--- src/rtl/irq_ctrl.sv ---
// Interrupt controller: synchronises up to 8 sources, latches edge/level events, drives irq_n (and nmi_n under IRQC_NMI_EN).
// Latency: src -> PENDING SYNC_STAGES+1 clocks, PENDING/ENABLE -> irq_n +1 clock, read data registered (1 clock).
// Backpressure: none; every cs&strobe access completes in its own cycle and sources are sampled every clock.
module irq_ctrl #(
    parameter int                  CHANNELS    = 8,
    parameter int                  SYNC_STAGES = 2,
    parameter logic [CHANNELS-1:0] RESET_MASK  = '0,
    parameter int                  NMI_PULSE   = 4
) (
    input  logic                clock,
    input  logic                reset,
    input  logic [CHANNELS-1:0] src,
    input  logic                cs,
    input  logic                strobe,
    input  logic                rw,
    input  logic [2:0]          reg_addr,
    input  logic [7:0]          wdata,
    output logic [7:0]          rdata,
    output logic                irq_n,
    output logic                nmi_n
);

    localparam logic [2:0] A_STATUS  = 3'd0;
    localparam logic [2:0] A_PENDING = 3'd1;
    localparam logic [2:0] A_ENABLE  = 3'd2;
    localparam logic [2:0] A_MODE    = 3'd3;
    localparam logic [2:0] A_POL     = 3'd4;
    localparam logic [2:0] A_ACTIVE  = 3'd5;
    localparam logic [2:0] A_SOFT    = 3'd6;

`ifdef IRQC_NMI_EN
    localparam logic [CHANNELS-1:0] NMI_MASK = CHANNELS'(1);
`else
    localparam logic [CHANNELS-1:0] NMI_MASK = '0;
`endif

    logic [SYNC_STAGES-1:0][CHANNELS-1:0] sync_q;
    logic [CHANNELS-1:0] pending, enable, mode, polarity, hist;
    logic [CHANNELS-1:0] s, wdata_ch, edge_ev, soft_set, w1c, mode_chg, mode_eff;
    logic [CHANNELS-1:0] irq_src, pending_next, hist_next;
    logic                access, wr, rd;
    logic [7:0]          rd_mux;
    logic [2:0]          act_idx;

    assign s        = sync_q[SYNC_STAGES-1] ^ polarity;
    assign wdata_ch = wdata[CHANNELS-1:0];
    assign access   = cs & strobe;
    assign wr       = access & ~rw;
    assign rd       = access & rw;

    assign edge_ev  = s & ~hist;
    assign soft_set = (wr && reg_addr == A_SOFT)    ? wdata_ch : '0;
    assign w1c      = (wr && reg_addr == A_PENDING) ? wdata_ch : '0;
    // The NMI channel is permanently edge-mode, so MODE writes never disturb it.
    assign mode_eff = mode | NMI_MASK;
    assign mode_chg = (wr && reg_addr == A_MODE) ? ((wdata_ch ^ mode) & ~NMI_MASK) : '0;
    assign irq_src  = pending & enable & ~NMI_MASK;

    // Set beats W1C on edge channels; level channels simply mirror s.
    assign pending_next = ((mode_eff & (edge_ev | soft_set | (pending & ~w1c))) |
                           (~mode_eff & s)) & ~mode_chg;
    // Reloading history with the new-polarity level suppresses a spurious edge.
    assign hist_next = (wr && reg_addr == A_POL) ? (sync_q[SYNC_STAGES-1] ^ wdata_ch) : s;

    always_comb begin
        rd_mux  = '0;
        act_idx = '0;
        for (int i = CHANNELS - 1; i >= 0; i--) begin
            if (irq_src[i]) act_idx = 3'(i);
        end
        case (reg_addr)
            A_STATUS:  rd_mux[CHANNELS-1:0] = s;
            A_PENDING: rd_mux[CHANNELS-1:0] = pending;
            A_ENABLE:  rd_mux[CHANNELS-1:0] = enable;
            A_MODE:    rd_mux[CHANNELS-1:0] = mode;
            A_POL:     rd_mux[CHANNELS-1:0] = polarity;
            A_ACTIVE:  rd_mux = {|irq_src, 4'b0000, act_idx};
            default:   rd_mux = '0;
        endcase
    end

    always_ff @(posedge clock or negedge reset) begin
        if (!reset) begin
            sync_q   <= '0;
            hist     <= '0;
            pending  <= '0;
            enable   <= RESET_MASK;
            mode     <= '0;
            polarity <= '0;
            rdata    <= '0;
            irq_n    <= 1'b1;
        end else begin
            sync_q  <= {sync_q[SYNC_STAGES-2:0], src};
            hist    <= hist_next;
            pending <= pending_next;
            irq_n   <= ~|irq_src;
            if (rd) rdata <= rd_mux;
            if (wr) begin
                case (reg_addr)
                    A_ENABLE: enable   <= wdata_ch;
                    A_MODE:   mode     <= wdata_ch;
                    A_POL:    polarity <= wdata_ch;
                    default:  ;
                endcase
            end
        end
    end

`ifdef IRQC_NMI_EN
    localparam int NW = $clog2(NMI_PULSE + 1);

    logic [NW-1:0] nmi_cnt, nmi_cnt_next;

    // A fresh edge reloads the count, so an edge mid-pulse extends it.
    always_comb begin
        nmi_cnt_next = '0;
        if (edge_ev[0])          nmi_cnt_next = NW'(NMI_PULSE);
        else if (nmi_cnt != '0)  nmi_cnt_next = nmi_cnt - NW'(1);
    end

    always_ff @(posedge clock or negedge reset) begin
        if (!reset) begin
            nmi_cnt <= '0;
            nmi_n   <= 1'b1;
        end else begin
            nmi_cnt <= nmi_cnt_next;
            nmi_n   <= (nmi_cnt_next == '0);
        end
    end
`else
    localparam logic NMI_IDLE = (NMI_PULSE >= 1);

    assign nmi_n = NMI_IDLE;
`endif

endmodule

--- config.mk ---
export PLATFORM = sky130hd
export DESIGN_NAME = irq_ctrl
export DESIGN_NICKNAME = d
export VERILOG_FILES = /design/src/rtl/irq_ctrl.sv
export SDC_FILE = /design/constraint.sdc
export NUM_CORES = 1
export LEC_CHECK = 0
export ABC_AREA = 1
export CAP_MARGIN = 20
export CORE_MARGIN = 2
export CORE_UTILIZATION = 50
export DETAILED_ROUTE_END_ITERATION = 12
export PLACE_DENSITY = 0.75
export SYNTH_ARGS = -nofsm -noshare
export SYNTH_HDL_FRONTEND = slang
export SYNTH_SLANG_ARGS = --single-unit
--- constraint.sdc ---
create_clock -name clock -period 1.2 [get_ports clock]
set_input_delay 0.18 -clock clock [delete_from_list [all_inputs] [get_ports clock]]
set_output_delay 0.18 -clock clock [all_outputs]
set_load 0.02 [all_outputs]
### After elaboration in Yosys (flattened, before gate mapping)

Cells that the tools add are included.

| word-level totals | value |
|---|---|
| register bits after elaboration | 65 |
| input bits | 24 |
| output and inout port bits | 10 |
| logic and storage cells | 58 |

| cells by class | value |
|---|---|
| equality and inequality tests | 6 |
| muxes and demuxes | 13 |
| bitwise logic cells | 20 |
| reduce and logical (&&, ||, !) cells | 10 |

Operator list:

| operator | count |
|---|---|
| 8-bit bitwise AND | 6 |
| 8-bit one-hot mux with 6 select lines | 1 |
| 8-bit two-way mux | 4 |
| 8-bit inverter | 4 |
| 3-bit two-way mux | 8 |
| 8-bit bitwise OR | 3 |
| 8-bit XOR | 3 |
| 3-bit equality test, second input constant | 3 |
| 8-bit OR reduction | 1 |
| 3-bit by 2-bit equality test with 1-bit output, second input constant | 2 |
| 2-bit AND reduction | 3 |
| 1-bit logical AND | 4 |
| 1-bit bitwise AND | 3 |
| 3-bit by 1-bit equality test with 1-bit output, second input constant | 1 |
| 3-bit logical NOT | 1 |
| 1-bit logical NOT | 1 |
| 1-bit inverter | 1 |

### Longest topological paths before layout

Gate-level depths: netlist of run 1.

| logic depth | value |
|---|---|
| depth after elaboration | 10 |
| depth in mapped cells | 12 |
| gate-level depth less buffers | 12 |

### Worst setup path after synthesis of run 1

OpenSTA, ideal clock, no wires.

| path | value |
|---|---|
| kind | input to register |
| from | input reg_addr[0] |
| to | register hist[7] |
| library setup time | 0.126 ns |
| data arrival time | 0.986 ns |
| required time | 1.074 ns |
| setup slack | 0.088 ns |
| stages | 8 |
| path buffers | 1 |
| cells stage by stage | inv_2 > nand2_2 > nor2_8 > nand2_4 > buf_6 > nand2_1 > o21ai_2 > xor2_1 |

| on the way | value |
|---|---|
| cells in the longest elaborated chain, start to end | 3 |

Ends and longest elaborated chain:

| what | line | RTL |
|---|---|---|
| start: declaration | 16 | `input logic [2:0] reg_addr,` |
| 3-bit equality test | 63 | `assign hist_next = (wr && reg_addr == A_POL) ? (sync_q[SYNC_STAGES-1] ^ wdata_ch) : s;` |
| 1-bit logical AND | 63 |  |
| 8-bit two-way mux | 63 |  |
| net hist_next[7] | 40 | `logic [CHANNELS-1:0] irq_src, pending_next, hist_next;` |
| end signal: assignment | 94 | `hist <= hist_next;` |
| end: declaration | 38 | `logic [CHANNELS-1:0] pending, enable, mode, polarity, hist;` |

The timed path passes the listed nets, and every way through them passes these cells.
A chain may end at the register's enable or synchronous reset.

### Final worst setup path of run 1

| path | value |
|---|---|
| from | register pending[4] |
| to | register rdata[7] |

| on the way | value |
|---|---|
| cells in the longest elaborated chain, start to end | 3 |

Ends and longest elaborated chain:

| what | line | RTL |
|---|---|---|
| start: declaration | 38 |  |
| start signal: assignment | 95 | `pending <= pending_next;` |
| 8-bit bitwise AND | 57 | `assign irq_src = pending & enable & ~NMI_MASK;` |
| 8-bit OR reduction | 77 | `A_ACTIVE: rd_mux = {\|irq_src, 4'b0000, act_idx};` |
| 8-bit one-hot mux with 6 select lines | 71 | `case (reg_addr)` |
| end signal: assignment | 97 | `if (rd) rdata <= rd_mux;` |
| end: declaration | 18 | `output logic [7:0] rdata,` |

Every way passes these cells.

==> impl_results.md, run 1 <==
* Status: complete, but fails checks
* Failing checks: negative setup slack
* Final ANT Viol Nets at 0
* Remaining Overflow, GRT at 0
* Gate count of the mapped netlist at 348
* GRT Overall Usage at 23.5%
* H-tree depth at 3
* Crit Path Category: reg2reg
* Unique cell type count in the Yosys netlist at 32
* Area growth syn-to-layout at 34.5%
* Dominant cell type by area after synthesis: dfrtp_1
* Grt met2 use at 40.2%
* Core area at 5890 sq um
* Cells on worst reg2reg path at 9
* Worst reg2reg startpoint: pending[4]
* Seq/Total Area, Yosys at 53.5%
* Count of final setup violators at 3
* Post-synth net total at 372
* Mux cell area share after synthesis at 0%
* Main combinational cell family by area after synthesis: simple AND/OR/NAND/NOR gates
* CP arrival at 1.49 ns
* Gr busiest metal: met2
* Post-synthesis xor/xnor area fraction at 4.60%
* CTS tree: yes
* Compound-Gate Fraction of Synth Area at 12.9%
* Port bufs at 32
* R2r endpoint: rdata[7]
* Synth Area in Simple Gates at 23.8%
* Min-Delay Startpoint: src[6]
* Most common cell after layout, fill and taps aside: nand2_1
* Most frequent cells in the layout: 105 x nand2_1, 64 x dfrtp_1, 45 x buf_4
* Final wirelength at 7650 um
* Storage cell area at 1630 sq um
* Via Count at 2,732
* Worst vdd ir at 0.948 mV
* Fin crit share at 104%
* PwrDens at 1580 nW/um^2
* Max clock buf depth at 2
* # clock sinks at 65
* Max cap viols at 0
* Post-DR wirelength/cell at 14.8 um
* Yosys reg bits at 65
* RSZ-0062 raised after global routing: true
* Placed cell count at 489
* CP startpoint kind: flop
* Post-Syn Area at 3040 sq um
* Adder-cell area share of the yosys netlist at 0%
* Total power at 6460 uW
* Top cells by area, synth: dfrtp_1 53%, nand2_1 14%, o21ai_0 4.1%, xor2_1 3.7%, inv_1 3.1%
* Final #Nets at 459
* # diodes at 0
* CP Capture Type: flop
* Avg Cell Area, Syn at 8.75 sq um
* Reg clk slew, reported paths at 0.07 ns
* Met3 Use GR at 3.85%
* Global-route wire length before repair at 11,800 um
* Crit path time final at 1.25 ns
* DRC viols at 0
* Initial DRT Pass Iterations at 7
* Largest net degree at the start of global routing at 66
* Floorplan row count at 28
* Hold Path Class: in2reg
* Layout Skew at 0.00903 ns
* Multi-input logic area at 1370 sq um
* Area share of the largest cell type after synthesis at 52.6%
* # IOs at 34
* Drt initial violations at 329
* Non-filler cells, final at 515
* Final Worst Setup Slack at -0.0518 ns
* Fmax at 799 MHz
* WP data required at 1.44 ns
* HPWL after detailed placement at 4950 um
* Die area at 6730 sq um
* Vias per cell at 5.30
* Final Instance Area at 4100 sq um
* Fillers at 456
* Hold endpoint: sync_q[6]
* Clock Tree Root: clkbuf_8
* Final Hold Fails at 0
* Vias in the first global route at 2,541
* Routability Congestion at 0.947
* P_leak at 0.00203 uW
* CP Max Fanout at 2
* Initial antenna violation count at 0
* Clock buffer count from CTS at 9
* R2r setup slk at -0.05 ns
* Width of the die at 82.0 um
* Clk_lat worst skew at 0.35 ns
* Syn. warnings at 0
* Placed cell area at 3740 sq um
* Layout cells sized above 1 at 26.6%
* Pins Over Slew Limit at 0
* Met1 capacity usage during global routing at 30.0%
* WHS Path Cells at 1
* Die H at 82.0 um
* Final Core Density at 69.6%
* Initial Util at 51.7%
worst max-delay path: stages (launching register included):
cell	delay [ns]
dfrtp_1	0.40
nand2_2	0.11
nand2_2	0.07
inv_2	0.07
nand3_4	0.08
nor2_4	0.13
or2_4	0.13
nand2_2	0.06
nand2_2	0.05
nand2_1	0.05
cell type report:
class | instances | area share [%]
Multi-Input combinational cell | 247 | 33.5
Sequential cell | 65 | 39.7
Tap cell | 75 | 2.29
Clock inverter | 3 | 0.978
Clock buffer | 13 | 3.64
Timing Repair Buffer | 81 | 17.0
Inverter | 31 | 2.84
metal layers:
metal	share of wire, %	up-vias
li1	-	1302
met1	42	1300
met2	49	108
met3	5.7	22
met4	2.4	0
met5	0	-
sequential cells by signal, indices dropped and copies added (netlist names):
signal,flops
pending,8
rdata,8
sync_q,16
hist,8
irq_n,1
mode,8
enable,8
polarity,8
cell families after synthesis:
family	count (synthesis)
xor+xnor	16
simple gates	164
flops	65
compound gates	65
buf+inv	37
other cells	1
through the flow:
step	TNS, ns	hold WS, ns	setup WS, ns
after floorplan	0	-0.116	0.0879
after global placement	-20.41	0.220	-0.505
after CTS	0	0.266	0.000473
final	-0.0781	0.266	-0.0518
after detailed placement	-22.60	0.224	-0.585
after global routing	-0.382	0.270	-0.110
synthesized netlist by cell type:
library cell  number
xor2_1            13
nand3_2            1
nand2_2            2
nand2_4            1
xnor2_1            3
nor2_1            11
dfrtp_1           64
dfstp_2            1
nand4_4            1
or2_0              4
a31oi_1            4
buf_2              2
or2_2              1
nand4_1            1
a22oi_1            1
o21ai_0           25
buf_6              1
inv_2              6
nand3_1           18
o21bai_1           3
a21oi_1           15
o21ai_2            8
o211ai_1           9
nor2_2             1
nor3_1             3
inv_1             25
nor3b_1            3
nand2_1          116
clkbuf_1           1
buf_4              2
nor2_8             1
conb_1             1
how the worst max path moves through the flow:
stage,from,end,slack (ns)
after floorplan,reg_addr[0],hist[7],0.09
after global placement,reg_addr[0],hist[2],-0.51
after detailed placement,reg_addr[0],hist[2],-0.59
after CTS,pending[3],rdata[7],0.0005
after global routing,pending[4],rdata[7],-0.11
final,pending[4],rdata[7],-0.05
power breakdown:
part	leakage (uW)	internal [uW]	total [uW]	switching [uW]
logic	0.00113	838	1740	897
clock network	0.0000974	1010	1820	810
registers	0.000801	2600	2910	303
repair_timing:
action,in CTS,in global routing
resized for setup,42,26
hold endpoints to repair,64,0
hold buffers,1,0
endpoints found under the setup margin,55,19
cloned,0,1
pin swaps,4,9
buffers inserted,3,5
Note: power is estimated with default switching activity, not from simulation.
==> run 2: changes to the inputs <==
--- a/config.mk
+++ b/config.mk
@@ -8,9 +8,10 @@
 export ABC_AREA = 1
 export CAP_MARGIN = 20
 export CORE_MARGIN = 2
-export CORE_UTILIZATION = 50
+export CORE_UTILIZATION = 55
 export DETAILED_ROUTE_END_ITERATION = 12
-export PLACE_DENSITY = 0.75
+export GPL_ROUTABILITY_DRIVEN = 0
+export PLACE_DENSITY = 0.78
 export SYNTH_ARGS = -nofsm -noshare
 export SYNTH_HDL_FRONTEND = slang
 export SYNTH_SLANG_ARGS = --single-unit
==> constraint.sdc (replaced) <==
create_clock -name clock -period 1.6 [get_ports clock]
set_input_delay 0.24 -clock clock [delete_from_list [all_inputs] [get_ports clock]]
set_output_delay 0.24 -clock clock [all_outputs]
set_load 0.02 [all_outputs]
==> impl_results.md, run 2 (synthesis results as in run 1) <==
* Status: finished clean (was complete, but fails checks)
* DRC viols at 0 (unchanged)
* CP arrival at 1.30 ns (was 1.49 ns)
* Core area at 5440 sq um (was 5890 sq um)
* Critical path origin: rdata[2] (was pending[4])
* Crit path to: rdata[2] (was rdata[7])
* Reg clk slew, reported paths at 0.07 ns (about the same)
* Sum of negative setup slack at 0 ns (was -0.0781 ns)
* Crit-path cells: clkdlybuf4s50_1 (was nand2_2, nand2_2, inv_2, nand3_4, nor2_4, or2_4, nand2_2, nand2_2, nand2_1)
* Slowest CP cell: clkdlybuf4s50_1 (was dfrtp_1)
* Placed cell area at 3590 sq um (was 3740 sq um)
* Storage cell area at 1630 sq um (unchanged)
* Slowest cell delay on critical path at 0.61 ns (was 0.40 ns)
* Fin crit share at 96.5%
* Fillers at 448 (was 456)
* Hold Path Class: in2reg (unchanged)
* Cell family with most CP delay: buffers and inverters (was simple AND/OR/NAND/NOR gates)
* Worst vdd ir at 0.743 mV (was 0.948 mV)
* Max cap viols at 0 (unchanged)
* Global-route wire length before repair at 11,700 um (was 11,800 um)
* Layout Skew at 0.00479 ns (was 0.00903 ns)
* Fmax at 648 MHz
* # clock sinks at 65 (unchanged)
* R2r endpoint: rdata[7] (unchanged)
* Hold Slack at 0.325 ns (was 0.266 ns)
* Biggest register: sync_q (unchanged)
* Port bufs at 32 (unchanged)
* Crit path time final at 1.54 ns
* Multi-input logic area at 1260 sq um (was 1370 sq um)
* CP startpoint kind: flop (unchanged)
* Area growth syn-to-layout at 24.2% (was 34.5%)
* Pins Over Slew Limit at 0 (unchanged)
* Initial Util at 56.0% (was 51.7%)
* Width of the die at 78.4 um (was 82.0 um)
* Max FFs per register at 16 (unchanged)
* WP data required at 1.36 ns (was 1.44 ns)
* Initial DRT Pass Iterations at 4 (was 7)
* CP Capture Type: output port (was flop)
* P_leak at 0.00183 uW (was 0.00203 uW)
* CP Max Fanout at 2 (unchanged)
* Clock buffer count from CTS at 9 (unchanged)
* Setup Buffers After CTS at 0 (was 3)
* Layout cells sized above 1 at 14.0% (was 26.6%)
* HPWL after detailed placement at 4630 um (was 4950 um)
* Die area at 6150 sq um (was 6730 sq um)
* Most frequent cells in the layout: 116 x nand2_1, 64 x dfrtp_1, 30 x clkdlybuf4s50_1 (was 105 x nand2_1, 64 x dfrtp_1, 45 x buf_4)
* Total stage count of the critical path at 1 (was 9)
* Worst reg2reg startpoint: pending[5] (was pending[4])
* Final Hold Fails at 0 (unchanged)
* Via Count at 2,536 (was 2,732)
* Die H at 78.4 um (was 82.0 um)
* Remaining Overflow, GRT at 0 (unchanged)
* Vias in the first global route at 2,546 (was 2,541)
* PwrDens at 1180 nW/um^2 (was 1580 nW/um^2)
* Final #Nets at 429 (was 459)
* Post-DR wirelength/cell at 14.0 um (was 14.8 um)
* Clk_lat worst skew at 0.35 ns (about the same)
* R2r setup slk at 0.29 ns (was -0.05 ns)
* Worst path bufs/invs at 1 (unchanged)
* Count of final setup violators at 0 (was 3)
* Total power at 4460 uW (was 6460 uW)
* Crit Path Category: reg2out (was reg2reg)
* Final ANT Viol Nets at 0 (unchanged)
* Cells on worst reg2reg path at 9 (unchanged)
* Clock Tree Root: clkbuf_8 (unchanged)
* CTS tree: yes (unchanged)
* Largest net degree at the start of global routing at 66 (unchanged)
* Initial antenna violation count at 0 (unchanged)
* GRT Overall Usage at 25.3% (was 23.5%)
* Final wirelength at 6700 um (was 7650 um)
* Most common cell after layout, fill and taps aside: nand2_1 (unchanged)
* RSZ-0062 raised after global routing: false (was true)
* Floorplan row count at 27 (was 28)
* # diodes at 0 (unchanged)
* Final Instance Area at 3780 sq um (was 4100 sq um)
* Drt initial violations at 134 (was 329)
* # IOs at 34 (unchanged)
* Max clock buf depth at 2 (unchanged)
* Vias per cell at 5.28 (was 5.30)
* H-tree depth at 3 (unchanged)
## run 2: final cells by class
| class | instances | share of cell area, % |
|---|---|---|
| timing repair buffer | 52 | 13.3 |
| multi-input combinational | 246 | 33.3 |
| sequential | 65 | 43.1 |
| clock inverter | 4 | 1.19 |
| inverter | 31 | 3.08 |
| tap | 72 | 2.38 |
| clock buffer | 10 | 3.64 |
## run 2: report_power, final
group	internal [uW]	leakage (uW)	switching (uW)
clock network	735	0.0000978	594
registers	1950	0.000801	230
logic	427	0.000930	524
## run 2: worst min-delay path by stage
stage / slack (ns) / cells after the start / to / start
floorplan: -0.06 / 0 / enable[0] / reset
global placement: 0.28 / 2 / sync_q[5] / reset
detailed placement: 0.28 / 2 / sync_q[5] / reset
CTS: 0.32 / 1 / sync_q[4] / src[4]
global route: 0.31 / 1 / sync_q[0] / src[0]
finish: 0.32 / 1 / sync_q[7] / src[7]
## run 2: through the flow
stage          std cells  utilization, %  worst slack (ns)
6_report             480            69.5            0.0557
5_1_grt              480            69.5           0.00488
4_1_cts              480            69.5            0.0292
3_5_place_dp         465            66.0            -0.218
3_3_place_gp         465            66.0            -0.160
2_1_floorplan        348               -             0.428
## run 2: per-layer routing
metal  track usage, %  vias up  wire length (um)
li1                 -     1241                 -
met1             33.1     1190              2900
met2             37.8       85              3130
met3             8.97       20               453
met4             11.9        0               221
met5                0        -                 0
## run 2: timing repair
| item | CTS | global route |
|---|---|---|
| hold endpoints to repair | 64 | 0 |
| hold buffers | 1 | 0 |
| endpoints found under the setup margin | 1 | 0 |
| resized for setup | 1 | 0 |
